==> src/rtl/calc_pkg.sv <==
// Shared calculator definitions: key codes, keypad scanner states and the
// keypad row/column helpers used by the scanner.
package calc_pkg;

    localparam logic [3:0] KEY_EQUAL = 4'd10;
    localparam logic [3:0] KEY_AC    = 4'd11;
    localparam logic [3:0] KEY_PLUS  = 4'd12;
    localparam logic [3:0] KEY_MINUS = 4'd13;
    localparam logic [3:0] KEY_MULT  = 4'd14;
    localparam logic [3:0] KEY_DIV   = 4'd15;

    typedef enum logic [1:0] {
        SCAN         = 2'd0,
        DEBOUNCE     = 2'd1,
        EMIT         = 2'd2,
        WAIT_RELEASE = 2'd3
    } kp_state_e;

    // Physical keypad layout: row-major, column 3 holds the operators.
    function automatic logic [3:0] key_map(input logic [1:0] row, input logic [1:0] col);
        logic [3:0] code_s;
        case ({row, col})
            4'd0:    code_s = 4'd1;
            4'd1:    code_s = 4'd2;
            4'd2:    code_s = 4'd3;
            4'd3:    code_s = KEY_PLUS;
            4'd4:    code_s = 4'd4;
            4'd5:    code_s = 4'd5;
            4'd6:    code_s = 4'd6;
            4'd7:    code_s = KEY_MINUS;
            4'd8:    code_s = 4'd7;
            4'd9:    code_s = 4'd8;
            4'd10:   code_s = 4'd9;
            4'd11:   code_s = KEY_MULT;
            4'd12:   code_s = KEY_AC;
            4'd13:   code_s = 4'd0;
            4'd14:   code_s = KEY_EQUAL;
            4'd15:   code_s = KEY_DIV;
            default: code_s = 4'd0;
        endcase
        return code_s;
    endfunction

    function automatic logic [3:0] row_drive(input logic [1:0] idx);
        logic [3:0] drv_s;
        case (idx)
            2'd0:    drv_s = 4'b1110;
            2'd1:    drv_s = 4'b1101;
            2'd2:    drv_s = 4'b1011;
            2'd3:    drv_s = 4'b0111;
            default: drv_s = 4'b1110;
        endcase
        return drv_s;
    endfunction

    // Lowest-indexed low column wins when several keys share a row.
    function automatic logic [1:0] low_col(input logic [3:0] cs_n);
        logic [1:0] col_s;
        if (!cs_n[0]) begin
            col_s = 2'd0;
        end else if (!cs_n[1]) begin
            col_s = 2'd1;
        end else if (!cs_n[2]) begin
            col_s = 2'd2;
        end else begin
            col_s = 2'd3;
        end
        return col_s;
    endfunction

endpackage

==> src/rtl/sync_2ff.sv <==
// Two-stage synchroniser for asynchronous level inputs; resets to an
// inactive (all-ones by default) value so active-low lines read as idle.
module sync_2ff #(
    parameter int             W         = 4,
    parameter logic [W-1:0]   RESET_VAL = {W{1'b1}}
) (
    input  logic         clk,
    input  logic         reset,
    input  logic [W-1:0] d,
    output logic [W-1:0] q
);

    logic [W-1:0] meta_r;

    // Both stages reset together so no stale level leaks out after reset.
    always_ff @(posedge clk) begin
        if (!reset) begin
            meta_r <= RESET_VAL;
            q      <= RESET_VAL;
        end else begin
            meta_r <= d;
            q      <= meta_r;
        end
    end

endmodule

==> src/rtl/keypad_scanner.sv <==
// 4x4 active-low matrix keypad scanner: row scan, column debounce and a
// single kbEN strobe with the encoded key per physical press.
module keypad_scanner
    import calc_pkg::*;
#(
    parameter int SCAN_DIV       = 1000,
    parameter int DEBOUNCE_TICKS = 4
) (
    input  logic       clk,
    input  logic       reset,
    input  logic [3:0] cols_n,
    output logic [3:0] rows_n,
    output logic [3:0] pressedkey,
    output logic       kbEN
);

    localparam int PW = $clog2(SCAN_DIV);
    localparam int CW = $clog2(DEBOUNCE_TICKS + 1);
    localparam logic [PW-1:0] PS_MAX  = PW'(SCAN_DIV - 1);
    localparam logic [CW-1:0] DB_TGT  = CW'(DEBOUNCE_TICKS);
    localparam logic [CW-1:0] CNT_MAX = {CW{1'b1}};

    logic [3:0]    cs_n_s;
    logic [PW-1:0] presc_r;
    logic          tick_s;
    logic [CW-1:0] count_r;
    logic [CW-1:0] cnt_inc_s;
    logic [1:0]    row_r;
    logic [1:0]    col_r;
    logic          all_high_s;
    logic          col_low_s;
    kp_state_e     state_r;

    sync_2ff #(.W(4), .RESET_VAL(4'b1111)) u_sync (
        .clk   (clk),
        .reset (reset),
        .d     (cols_n),
        .q     (cs_n_s)
    );

    assign tick_s     = (presc_r == PS_MAX);
    assign all_high_s = (cs_n_s == 4'b1111);
    assign col_low_s  = ~cs_n_s[col_r];
    assign cnt_inc_s  = (count_r == CNT_MAX) ? count_r : count_r + CW'(1);

    // Row dwell prescaler: one tick every SCAN_DIV cycles.
    always_ff @(posedge clk) begin
        if (!reset) begin
            presc_r <= {PW{1'b0}};
        end else if (tick_s) begin
            presc_r <= {PW{1'b0}};
        end else begin
            presc_r <= presc_r + PW'(1);
        end
    end

    // Scan / debounce / emit / release FSM with registered row drive and outputs.
    always_ff @(posedge clk) begin
        if (!reset) begin
            state_r    <= SCAN;
            row_r      <= 2'd0;
            col_r      <= 2'd0;
            count_r    <= {CW{1'b0}};
            rows_n     <= 4'b1110;
            pressedkey <= 4'd0;
            kbEN       <= 1'b0;
        end else begin
            kbEN <= 1'b0;
            case (state_r)
                SCAN: begin
                    if (tick_s) begin
                        if (all_high_s) begin
                            row_r  <= row_r + 2'd1;
                            rows_n <= row_drive(row_r + 2'd1);
                        end else begin
                            col_r   <= low_col(cs_n_s);
                            count_r <= CW'(1);
                            state_r <= DEBOUNCE;
                        end
                    end
                end
                DEBOUNCE: begin
                    // Target check is not tick-gated so DEBOUNCE_TICKS=1 emits next cycle.
                    if (count_r >= DB_TGT) begin
                        state_r    <= EMIT;
                        kbEN       <= 1'b1;
                        pressedkey <= key_map(row_r, col_r);
                    end else if (tick_s) begin
                        if (col_low_s) begin
                            count_r <= cnt_inc_s;
                        end else begin
                            state_r <= SCAN;
                            row_r   <= row_r + 2'd1;
                            rows_n  <= row_drive(row_r + 2'd1);
                        end
                    end
                end
                EMIT: begin
                    state_r <= WAIT_RELEASE;
                    count_r <= {CW{1'b0}};
                end
                WAIT_RELEASE: begin
                    if (tick_s) begin
                        if (!all_high_s) begin
                            count_r <= {CW{1'b0}};
                        end else if (cnt_inc_s >= DB_TGT) begin
                            state_r <= SCAN;
                            count_r <= {CW{1'b0}};
                            row_r   <= row_r + 2'd1;
                            rows_n  <= row_drive(row_r + 2'd1);
                        end else begin
                            count_r <= cnt_inc_s;
                        end
                    end
                end
                default: begin
                    state_r <= SCAN;
                end
            endcase
        end
    end

endmodule
==> config.mk <==
export PLATFORM = sky130hd
export DESIGN_NAME = keypad_scanner
export DESIGN_NICKNAME = d
export VERILOG_FILES = /design/src/rtl/calc_pkg.sv /design/src/rtl/sync_2ff.sv /design/src/rtl/keypad_scanner.sv
export SDC_FILE = /design/constraint.sdc
export NUM_CORES = 1
export LEC_CHECK = 0
export CAP_MARGIN = 20
export CORE_MARGIN = 3
export CORE_UTILIZATION = 35
export CTS_CLUSTER_DIAMETER = 200
export CTS_CLUSTER_SIZE = 8
export DETAILED_ROUTE_END_ITERATION = 6
export GPL_TIMING_DRIVEN = 0
export PLACE_DENSITY_LB_ADDON = 0.3
export SLEW_MARGIN = 10
export SYNTH_ARGS = -nofsm -noshare
export SYNTH_HDL_FRONTEND = slang
export SYNTH_SLANG_ARGS = --single-unit
==> constraint.sdc <==
create_clock -name clk -period 3.83 [get_ports clk]
set_clock_uncertainty 0.15 [all_clocks]
set_input_delay 0.383 -clock clk [delete_from_list [all_inputs] [get_ports clk]]
set_output_delay 0.383 -clock clk [all_outputs]
set_load 0.03 [all_outputs]
### Word-level counts from Yosys, hierarchy flattened

Memories as Yosys holds them, arrays and structs flattened. A register that Yosys moved wholly into a read port is not among the register bits.
Cells that the tools add are included.

* register bits after elaboration: 32
* ROM bits: 64
* bits of input ports: 6
* output and inout port bits: 9
* word-level logic and storage cells: 94
* memories kept: 1

* add/sub/neg operators: 3
* order comparisons: 3
* equality and inequality tests: 21
* multiplexer cells: 44
* bitwise logic cells: 2
* reductions and logical operators: 11

Memories
* (no name shown): depth 16, width 4, read ports 1, clocked after Yosys merged registers in 1, write ports 0, RTL line calc_pkg.sv:22 `case ({row, col})`

Operators by type and width (count)
* $mux W2: 18
* $mux W4: 8
* $mux W3: 9
* $ne A2 B2 Y1 const B: 10
* $pmux W4 S4: 1
* $pmux W3 S4: 1
* $pmux W4 S3: 1
* $add A10 B1 Y10 const B: 1
* $eq A10 B10 Y1 const B: 1
* $reduce_and A9 Y1: 1
* $eq A2 B2 Y1 const B: 4
* $pmux W2 S4: 1
* $reduce_and A7 Y1: 1
* $ge A3 B3 Y1 const B: 2
* $ne A3 B3 Y1 const B: 2
* $pmux W2 S3: 1
* $reduce_and A6 Y1: 1
* $eq A2 B1 Y1 const B: 2
* $eq A4 B4 Y1 const B: 1
* $logic_not A2 Y1: 2
* $reduce_and A2 Y1: 2
* $add A3 B1 Y3 const B: 1
* $eq A3 B3 Y1 const B: 1
* $lt A2 B3 Y1 const B: 1
* other kinds (8): 11

### Longest topological paths before layout

Gate-level depths: netlist of run 1.

* word-level depth: 7
* depth in mapped cells: 7
* depth with buffers taken out: 6

### Cells and area by module

Synthesis of run 1 repeated with hierarchy kept, for this count alone.

* cells, all modules: 187
* area total of the unflattened synthesis: 1726.7 um^2

Modules (own cells, without submodules)
* keypad_scanner: instances 1, cells each 171, area each 1516.5 um^2, sequential area each 560.5 um^2
* sync_2ff: instances 1, cells each 16, area each 210.2 um^2, sequential area each 160.2 um^2

### Worst setup path before layout of run 1

Ideal clock, no wire load.

* path kind: register -> register
* from: register presc_r[0]
* to: register rows_n[1]
* library setup time: 0.121 ns
* arrival time: 1.879 ns
* data required time: 3.559 ns
* path slack: 1.681 ns
* stages on the path, launching flop included: 7
* path buffers: 1
* period minus slack after synthesis: 2.149 ns
* cells stage by stage: dfxtp_1 -> ha_1 -> nand4b_1 -> or3_1 -> buf_6 -> a311oi_4 -> mux2_2

* word-level cells in the longest chain between the ends: 3
* elaborated cells between the ends (all ways): 5
* classes of those cells: eq/ne (4); reduce/logical (1)

Ends and longest elaborated chain
* from (decl): RTL line keypad_scanner.sv:24 `logic [PW-1:0] presc_r;`
* from (signal assigned): RTL line keypad_scanner.sv:49 `presc_r <= {PW{1'b0}};`
* from (signal assigned): RTL line keypad_scanner.sv:51 `presc_r <= {PW{1'b0}};`
* from (signal assigned): RTL line keypad_scanner.sv:53 `presc_r <= presc_r + PW'(1);`
* $eq A10 B10 Y1 *: RTL line keypad_scanner.sv:41 `assign tick_s = (presc_r == PS_MAX);`
* $ne A2 B2 Y1 (no line)
* $reduce_and A9 Y1 (no line) *
* to (signal assigned): RTL line keypad_scanner.sv:74 `rows_n <= row_drive(row_r + 2'd1);`
* to (signal assigned): RTL line keypad_scanner.sv:94 `rows_n <= row_drive(row_r + 2'd1);`
* to (signal assigned): RTL line keypad_scanner.sv:110 `rows_n <= row_drive(row_r + 2'd1);`
* to (decl): RTL line keypad_scanner.sv:12 `output logic [3:0] rows_n,`

Every way passes the cells marked *; elsewhere a longest branch is shown, timed or not.
A chain may end at the register's enable or synchronous reset.

### Worst setup path in the final report of run 1

* from: register count_r[0]
* to: register rows_n[2]

* word-level cells in the longest chain between the ends: 5
* elaborated cells between the ends (all ways): 8
* classes of those cells: add/sub (1); order compare (2); eq/ne (3); mux (1); reduce/logical (1)

Ends and longest elaborated chain
* from (decl): RTL line keypad_scanner.sv:26 `logic [CW-1:0] count_r;`
* from (signal assigned): RTL line keypad_scanner.sv:63 `count_r <= {CW{1'b0}};`
* from (signal assigned): RTL line keypad_scanner.sv:90 `count_r <= cnt_inc_s;`
* from (signal assigned): RTL line keypad_scanner.sv:100 `count_r <= {CW{1'b0}};`
* $add A3 B1 Y3 / $eq A3 B3 Y1 (equally long branches): RTL line keypad_scanner.sv:44 `assign cnt_inc_s = (count_r == CNT_MAX) ? count_r : count_r + CW'(1);`
* $mux W3: RTL line keypad_scanner.sv:44
* $ge A3 B3 Y1: RTL line keypad_scanner.sv:106 `end else if (cnt_inc_s >= DB_TGT) begin`
* $ne A2 B2 Y1 (no line)
* $reduce_and A9 Y1 (no line) *

Marks and branches as above.

==> impl_metrics.toml, run 1 <==
[synthesis]
yosysSeqAreaShare_pct = 38.6
synth-edff-count = 0
yosys.area.top_type = "dfxtp_1"
ys_top_cells_by_count = "36 x dfxtp_1, 22 x nand2_1, 14 x nand2b_1"
ys.flop_type = "dfxtp_1"
synthArstFlopShare_pct = 0
syn-num-nets = 222
synth.most_common_cell = "dfxtp_1"
ys_top_cells_by_area = "dfxtp_1 39%, ha_1 7.4%, nand2b_1 4.7%, nand2_1 4.4%, xor2_1 2.8%"
synth_cells = 205
ys_seq_elements = 36
synth.top_cell.area_share_pct = 38.6
syn_area_sq_um = 1870
synth.distinct_cells = 50
postSynthAreaPerCell_sq_um = 9.12
yosysWarnings = 0

[setup_path]
startpoint_type = "register"
worstPathCellList = "ha_1 > nor2_1 > or3_1 > a311oi_4 > mux2_2"
crit_type = "reg2reg"
cp_data_required_time_ps = 3860
critPathMaxFanout = 6
slowest_stage = "a311oi_4"
reg2reg_slack_ps = 1440
cp-endpoint = "rows_n[2]"
critPathMaxStageDelay_ps = 530
worstPathArrival_ps = 2420
ff2ff_path_depth = 5
r2r-end = "rows_n[2]"
r2r-start = "count_r[0]"
cp-startpoint = "count_r[0]"
crit_path_end_kind = "register"

[route]
routed.top_layer = "met4"
drt_iter0_markers = 81
wl_met3_um = 158
viasPerCell = 5.06
post_drt_wl_per_cell_um = 12.3
dr_total_vias = 1484
wl_met2_mm = 1.54
drt_pre_antenna_iters = 4
ant_nets = 0
routed_wl_mm = 3.60
drc = 0
wl_met1_mm = 1.84

[die]
die-area_sq_um = 6250
die_x_um = 79.1
die-height_um = 79.1
io_pins = 15
row_count = 25
core_area_sq_um = 4940
start_util_pct = 37.8

[clocking]
cts_inserted_buffers = 5
htree_levels = 2
cts_resized = 0
cts_setup_buffers = 0
clkSinkCount = 36
clk_latency_ps = 280
cts_tree = "yes"
clock_path_buffers = 2
path_clk_slew_ps = 70
holdBufCountCts = 0
clockRootBuffer = "clkbuf_8"

[cells_and_area]
drive_gt1_share_pct = 8.85
final_area_sq_um = 2190
syn_to_final_growth_pct = 17.1
multiInputGateArea_sq_um = 1050
seq_area_sq_um = 721
num-nets-final = 243
n_fill_cell = 505
diodes = 0

[global_route]
overflow = 0
grt_usage_pct = 12.9
grt_pass1_wl_mm = 6.34
grt_max_degree = 11
grt_pass1_vias = 1366
antenna_found_initial = 0

[place]
dpl.hpwl_mm = 2.52
dpl_cell_area_sq_um = 2090
routabilityCongestion = 0.805
portBuffers = 14
place_ws_ps = 1480

[outcome]
status = "finished clean"

[min_path]
hold_class = "reg2reg"

[timing]
slew_headroom_pct = 46.7
fin_setup_tns_ps = 0
fin_crit_sh_pct = 62.4
layout_min_cycle_time_ps = 2390
finalHoldViolations = 0
slew_viol_final = 0
rsz0062_at_grt = "no"
fmax_mhz = 419
fin_ws_ps = 1440
setup_viol = 0
worstMarginPinSlew_ps = 794

[pwr]
fin_total_pwr_mw = 0.706
p_per_area_nw_per_um2 = 322
irDropWorstVdd_uv = 135
p_leak_nw = 0.816

[job]
max_cap_violations = 0
## metal layers
metal,GRT usage [%],vias to the layer above
li1,-,754
met1,17.2,693
met2,18.9,31
met3,3.74,6
met4,6.19,0
met5,0,-
## registers in the layout, summed over array words and instances (netlist names), named ones only
register,count
rows_n,4
u_sync.q,4
pressedkey,4
kbEN,1
col_r,2
u_sync.meta_r,4
state_r,1
count_r,3
row_r,2
presc_r,10
## area by class of cell
type | count | area share (%)
tap | 67 | 3.83
clock buffer | 7 | 4.40
inverter | 10 | 1.71
timing repair buffer | 14 | 6.40
buffer | 13 | 2.69
multi-input combinational | 146 | 48.1
sequential | 36 | 32.9
## critical path, delay by kind of cell, from the launching register on
family / cells / cell delay, ps
muxes: 1 / 390
AOI/OAI and AO/OA: 1 / 530
adders and majority gates: 1 / 270
DFF: 1 / 420
and+or+nand+nor: 2 / 520
## cell families (layout without fill, tap and decap cells)
| kind of cell | count (synthesis) | after routing | synth area share (%) |
|---|---|---|---|
| simple gates | 80 | 80 | 23.3 |
| compound gates | 38 | 38 | 16.2 |
| flops | 36 | 36 | 38.6 |
| buf+inv | 23 | 44 | 5.15 |
| fa+ha+maj | 11 | 11 | 7.36 |
| mux | 9 | 9 | 5.69 |
| xor+xnor | 8 | 8 | 3.75 |
## how the worst min path moves through the flow
stage	start	endpoint	slack [ps]	cells past startpoint
2_1_floorplan	u_sync.meta_r[0]	u_sync.q[0]	240	1
3_3_place_gp	u_sync.meta_r[2]	u_sync.q[2]	240	1
3_5_place_dp	u_sync.meta_r[2]	u_sync.q[2]	240	1
4_1_cts	u_sync.meta_r[2]	u_sync.q[2]	260	1
5_1_grt	u_sync.meta_r[2]	u_sync.q[2]	270	1
6_report	u_sync.meta_r[2]	u_sync.q[2]	260	1
## power breakdown
| part | internal [mW] | switching, mW | total (mW) | leakage, nW |
|---|---|---|---|---|
| sequential | 0.381 | 0.00454 | 0.385 | 0.293 |
| combinational | 0.0149 | 0.0175 | 0.0324 | 0.473 |
| clock | 0.160 | 0.128 | 0.288 | 0.0503 |
## placed cells by master, fill, tap and decap left out, types with 2 or more instances in the layout
master and count:
o211a_1 2, clkdlybuf4s50_1 14, nand2_1 22, nand2b_1 14, nor3_1 3, nor2b_1 2, a211oi_1 2, o211ai_1 3
o21ai_0 5, a21oi_1 5, mux2i_1 5, xnor2_1 2, inv_1 10, a21boi_0 5, xor2_1 6, nor2_1 12
dfxtp_1 36, and3_1 3, ha_1 11, nor3b_1 4, and2_1 2, or3_1 2, clkbuf_1 10, nand4_1 3
nand3_1 4, mux2_2 3, and4_1 3, o31ai_1 2, clkbuf_8 7, buf_2 2
## metrics by stage
step	std cells	util (%)	hold slack [ps]
after global routing	293	44.3	275
after global placement	286	42.4	240
after floorplan	205	-	236
after CTS	293	44.3	258
final	293	44.3	256
after detailed placement	286	42.4	241
No activity file was read; power rests on OpenSTA's default activity.
==> run 2, diff against run 1 <==
- clock period: 3.83 -> 2.4 ns (I/O delays scaled with it)
==> run 2 against run 1 <==
  * First-iteration DRC count up 12%
  * Setup slack worse by 1300 ps
  * Global-route usage unchanged
  * Core utilization up 0.61 points
  * Clock-buffer cell count unchanged
  * Power up 60%
  * Hold slack about the same
==> impl_metrics.toml, run 2 (same netlist as run 1, synthesis figures left out) <==
[outcome]
status = "finished clean"

[cells_and_area]
syn_to_final_growth_pct = 18.7
final_cell_mix = "36 x dfxtp_1, 22 x nand2_1, 14 x nand2b_1, 14 x clkdlybuf4s50_1, 12 x nor2_1"
largest_reg_flops = 10
num-nets-final = 247
layout_commonest_cell = "dfxtp_1"
largest-register = "presc_r"
drive_gt1_share_pct = 10.4
fin_cells = 297
seq_area_sq_um = 721
diodes = 0
multiInputGateArea_sq_um = 1050
n_fill_cell = 503

[global_route]
overflow = 0
grt_max_degree = 11
antenna_found_initial = 0
grt_pass1_wl_mm = 6.34
grt_pass1_vias = 1366
grt_usage_pct = 12.9

[route]
dr_total_vias = 1499
post_drt_wl_per_cell_um = 12.2
drt_pre_antenna_iters = 4
drc = 0
ant_nets = 0
drt_iter0_markers = 91
viasPerCell = 5.05
routed_wl_mm = 3.63

[clocking]
path_clk_slew_ps = 70
clk_latency_ps = 280
cts_tree = "yes"
holdBufCountCts = 0
cts_inserted_buffers = 5
clkSinkCount = 36
clockRootBuffer = "clkbuf_8"
clock_path_buffers = 2
htree_levels = 2

[place]
portBuffers = 14
dpl.hpwl_mm = 2.52
dpl.cell_count = 286
place_ws_ps = 46.2
routabilityCongestion = 0.805

[timing]
fin_crit_sh_pct = 95.1
layout_min_cycle_time_ps = 2280
fin_setup_tns_ps = 0
setup_viol = 0
slew_viol_final = 0
fin_ws_ps = 118
fmax_mhz = 438
finalHoldViolations = 0
worstMarginPinSlew_ps = 772
slew_headroom_pct = 48.1
rsz0062_at_grt = "no"

[setup_path]
worstPathCellList = "ha_1 > nor2_1 > or3_1 > a311oi_4 > mux2_2"
critPathMaxStageDelay_ps = 440
crit_type = "reg2reg"
worstPathArrival_ps = 2310
startpoint_type = "register"
slowest_stage = "a311oi_4"
critPathMaxFanout = 5
crit_path_end_kind = "register"
cp_data_required_time_ps = 2430

[die]
row_count = 25
die_x_um = 79.1
start_util_pct = 37.8
core_area_sq_um = 4940
die-area_sq_um = 6250
io_pins = 15
die-height_um = 79.1

[pwr]
p_per_area_nw_per_um2 = 507
irDropWorstVdd_uv = 219
p_leak_nw = 0.835

[job]
max_cap_violations = 0

[min_path]
hold_class = "reg2reg"
[run 2: cell count changes in the layout (fill, tap and decap cells not counted), sizes merged]
| cell | delta |
|---|---|
| buf | +4 |
[run 2: report_power, final]
group          internal, mW  switching [mW]
logic                0.0241          0.0278
registers             0.608         0.00733
clock network         0.255           0.203
total                 0.887           0.238
[run 2: final cells by class]
| class | count | area share [%] |
|---|---|---|
| Sequential cell | 36 | 32.5 |
| Tap cell | 67 | 3.78 |
| Inverter | 10 | 1.69 |
| Clock buffer | 7 | 4.34 |
| Buffer | 13 | 2.65 |
| Multi-Input combinational cell | 146 | 47.4 |
| Timing Repair Buffer | 18 | 7.67 |
[run 2: per-stage QoR]
step / hold WS [ps] / area [sq um] / power, mW / util (%)
final: 256 / 2220 / 1.13 / 44.9
after global routing: 275 / 2220 / 1.18 / 44.9
after CTS: 258 / 2190 / 1.15 / 44.3
after detailed placement: 241 / 2090 / 0.681 / 42.4
after global placement: 240 / 2090 / 0.680 / 42.4
after floorplan: 191 / 1870 / 0.660 / -
[run 2: what timing repair did]
| item | 4_1_cts | 5_1_grt |
|---|---|---|
| gates resized for setup | 0 | 0 |
| setup endpoints to repair | 0 | 3 |
| setup buffers | 0 | 4 |
[run 2: worst max-delay path, delay by kind of cell, from the launching register on]
family	cells	cell delay, ps
DFF	1	420
muxes	1	380
and+or+nand+nor	2	510
adders and majority gates	1	270
AOI/OAI and AO/OA	1	440
[run 2: per-layer routing]
layer	share of wire, %	global-route usage [%]
met3	5.2	3.74
met5	0	0
met2	43	18.9
met4	1.9	6.19
met1	50	17.2
[run 2: worst paths after layout]
check,slack [ps],depth (start not counted),start,end
setup / recovery,120,5,count_r[0],rows_n[2]
hold / removal,260,1,u_sync.meta_r[2],u_sync.q[2]
setup reg to reg,120,5,count_r[0],rows_n[2]
hold reg to reg,260,1,u_sync.meta_r[2],u_sync.q[2]
==> run 3, diff against run 2 <==
- CORE_UTILIZATION: 35 -> 40
==> run 3 against run 2 <==
  * Wire length fell by 0.25%
  * Global-route usage rose by 1.2 points
  * Via count shrank 0.80%
  * Critical endpoint is now rows_n[3]
  * Largest cell class unchanged
==> impl_metrics.toml, run 3 (same netlist as run 1, synthesis figures left out) <==
[die]
row_count = 24
start_util_pct = 42.1
die-height_um = 74.4
core_area_sq_um = 4440
die_x_um = 74.4
io_pins = 15
die-area_sq_um = 5530

[route]
drt_iter0_markers = 144
drc = 0
drt_pre_antenna_iters = 4
dr_total_vias = 1487
ant_nets = 0
viasPerCell = 5.25
routed_wl_mm = 3.63
post_drt_wl_per_cell_um = 12.8

[clocking]
cts_inserted_buffers = 5
htree_levels = 2
clock_path_buffers = 2
clk_latency_ps = 290
path_clk_slew_ps = 70
holdBufCountCts = 0
clockRootBuffer = "clkbuf_8"
clkSinkCount = 36
cts_tree = "yes"

[place]
dpl.hpwl_mm = 2.52
dpl_cell_area_sq_um = 2070
portBuffers = 14
routabilityCongestion = 0.805
dpl.cell_count = 271

[cells_and_area]
fin_cells = 283
layout_commonest_cell = "dfxtp_1"
num-nets-final = 247
largest-register = "presc_r"
post-route-util_pct = 49.8
final_area_sq_um = 2210
syn_to_final_growth_pct = 18.3
largest_reg_flops = 10
drive_gt1_share_pct = 10.4
diodes = 0
final_cell_mix = "36 x dfxtp_1, 22 x nand2_1, 14 x nand2b_1, 14 x clkdlybuf4s50_1, 12 x nor2_1"

[setup_path]
cp_data_required_time_ps = 2430
startpoint_type = "register"
crit_path_end_kind = "register"
critPathMaxFanout = 5
reg2reg_slack_ps = 110
crit_type = "reg2reg"
ff2ff_path_depth = 5
worstPathArrival_ps = 2330

[min_path]
holdPathStages = 1
hold_class = "reg2reg"

[outcome]
status = "finished clean"

[global_route]
grt_usage_pct = 14.1
grt_pass1_vias = 1315
overflow = 0
antenna_found_initial = 0
grt_pass1_wl_mm = 5.94
grt_max_degree = 12

[pwr]
p_per_area_nw_per_um2 = 538
p_leak_nw = 0.840
irDropWorstVdd_uv = 313

[timing]
timing.hold.ws_ps = 257
setup_viol = 0
rsz0062_at_grt = "no"
slew_headroom_pct = 50.0
finalHoldViolations = 0
worstMarginPinSlew_ps = 745
fin_setup_tns_ps = 0
layout_min_cycle_time_ps = 2290
fin_crit_sh_pct = 95.5
slew_viol_final = 0
fmax_mhz = 436

[job]
max_cap_violations = 0
run 3: cell types whose count changed in the layout (fill, tap and decap cells not counted):
cell,previous run,this run
clkbuf_8,7,5
bufinv_16,0,1
clkbuf_1,10,11
clkinv_2,0,1
run 3: critical path, cell delays in order, from the launching register on:
cell and delay (ps):
dfxtp_1 410, ha_1 270, nor2_1 110, or3_1 400, a311oi_4 460, mux2_2 380
run 3: through the flow:
stage | setup WS (ps) | power, mW
after global routing | 18.0 | 1.24
after detailed placement | 22.0 | 0.680
after CTS | 4.75 | 1.21
final | 109 | 1.19
after floorplan | 251 | 0.660
after global placement | 27.1 | 0.680
run 3: path summary, 6_finish.rpt:
kind	start	to
min reg2reg	u_sync.meta_r[3]	u_sync.q[3]
max	count_r[0]	rows_n[3]
min	u_sync.meta_r[3]	u_sync.q[3]
max reg2reg	count_r[0]	rows_n[3]
run 3: final cells by class:
class	instances	area, sq um
buffer	13	58.8
clock buffer	6	72.6
clock inverter	2	35.0
fill	442	2230
inverter	10	37.5
multi-input combinational	146	1050
sequential	36	721
tap	52	65.1
timing repair buffer	18	170
run 3: repair_timing:
item / 4_1_cts / 5_1_grt
resized for setup: 0 / 0
buffers inserted: 0 / 4
setup endpoints to repair: 0 / 3
run 3: routing by layer:
metal	share of wire (%)	up-vias	global-route usage (%)
met5	0	-	0
met4	1.7	0	7.51
met3	4.0	7	4.19
met2	43	32	20.1
met1	51	678	19.0
li1	-	770	-
run 3: report_power, final:
part	internal (mW)	total, mW	switching, mW
Sequential	0.608	0.615	0.00738
Clock	0.308	0.524	0.216
Combinational	0.0239	0.0519	0.0280
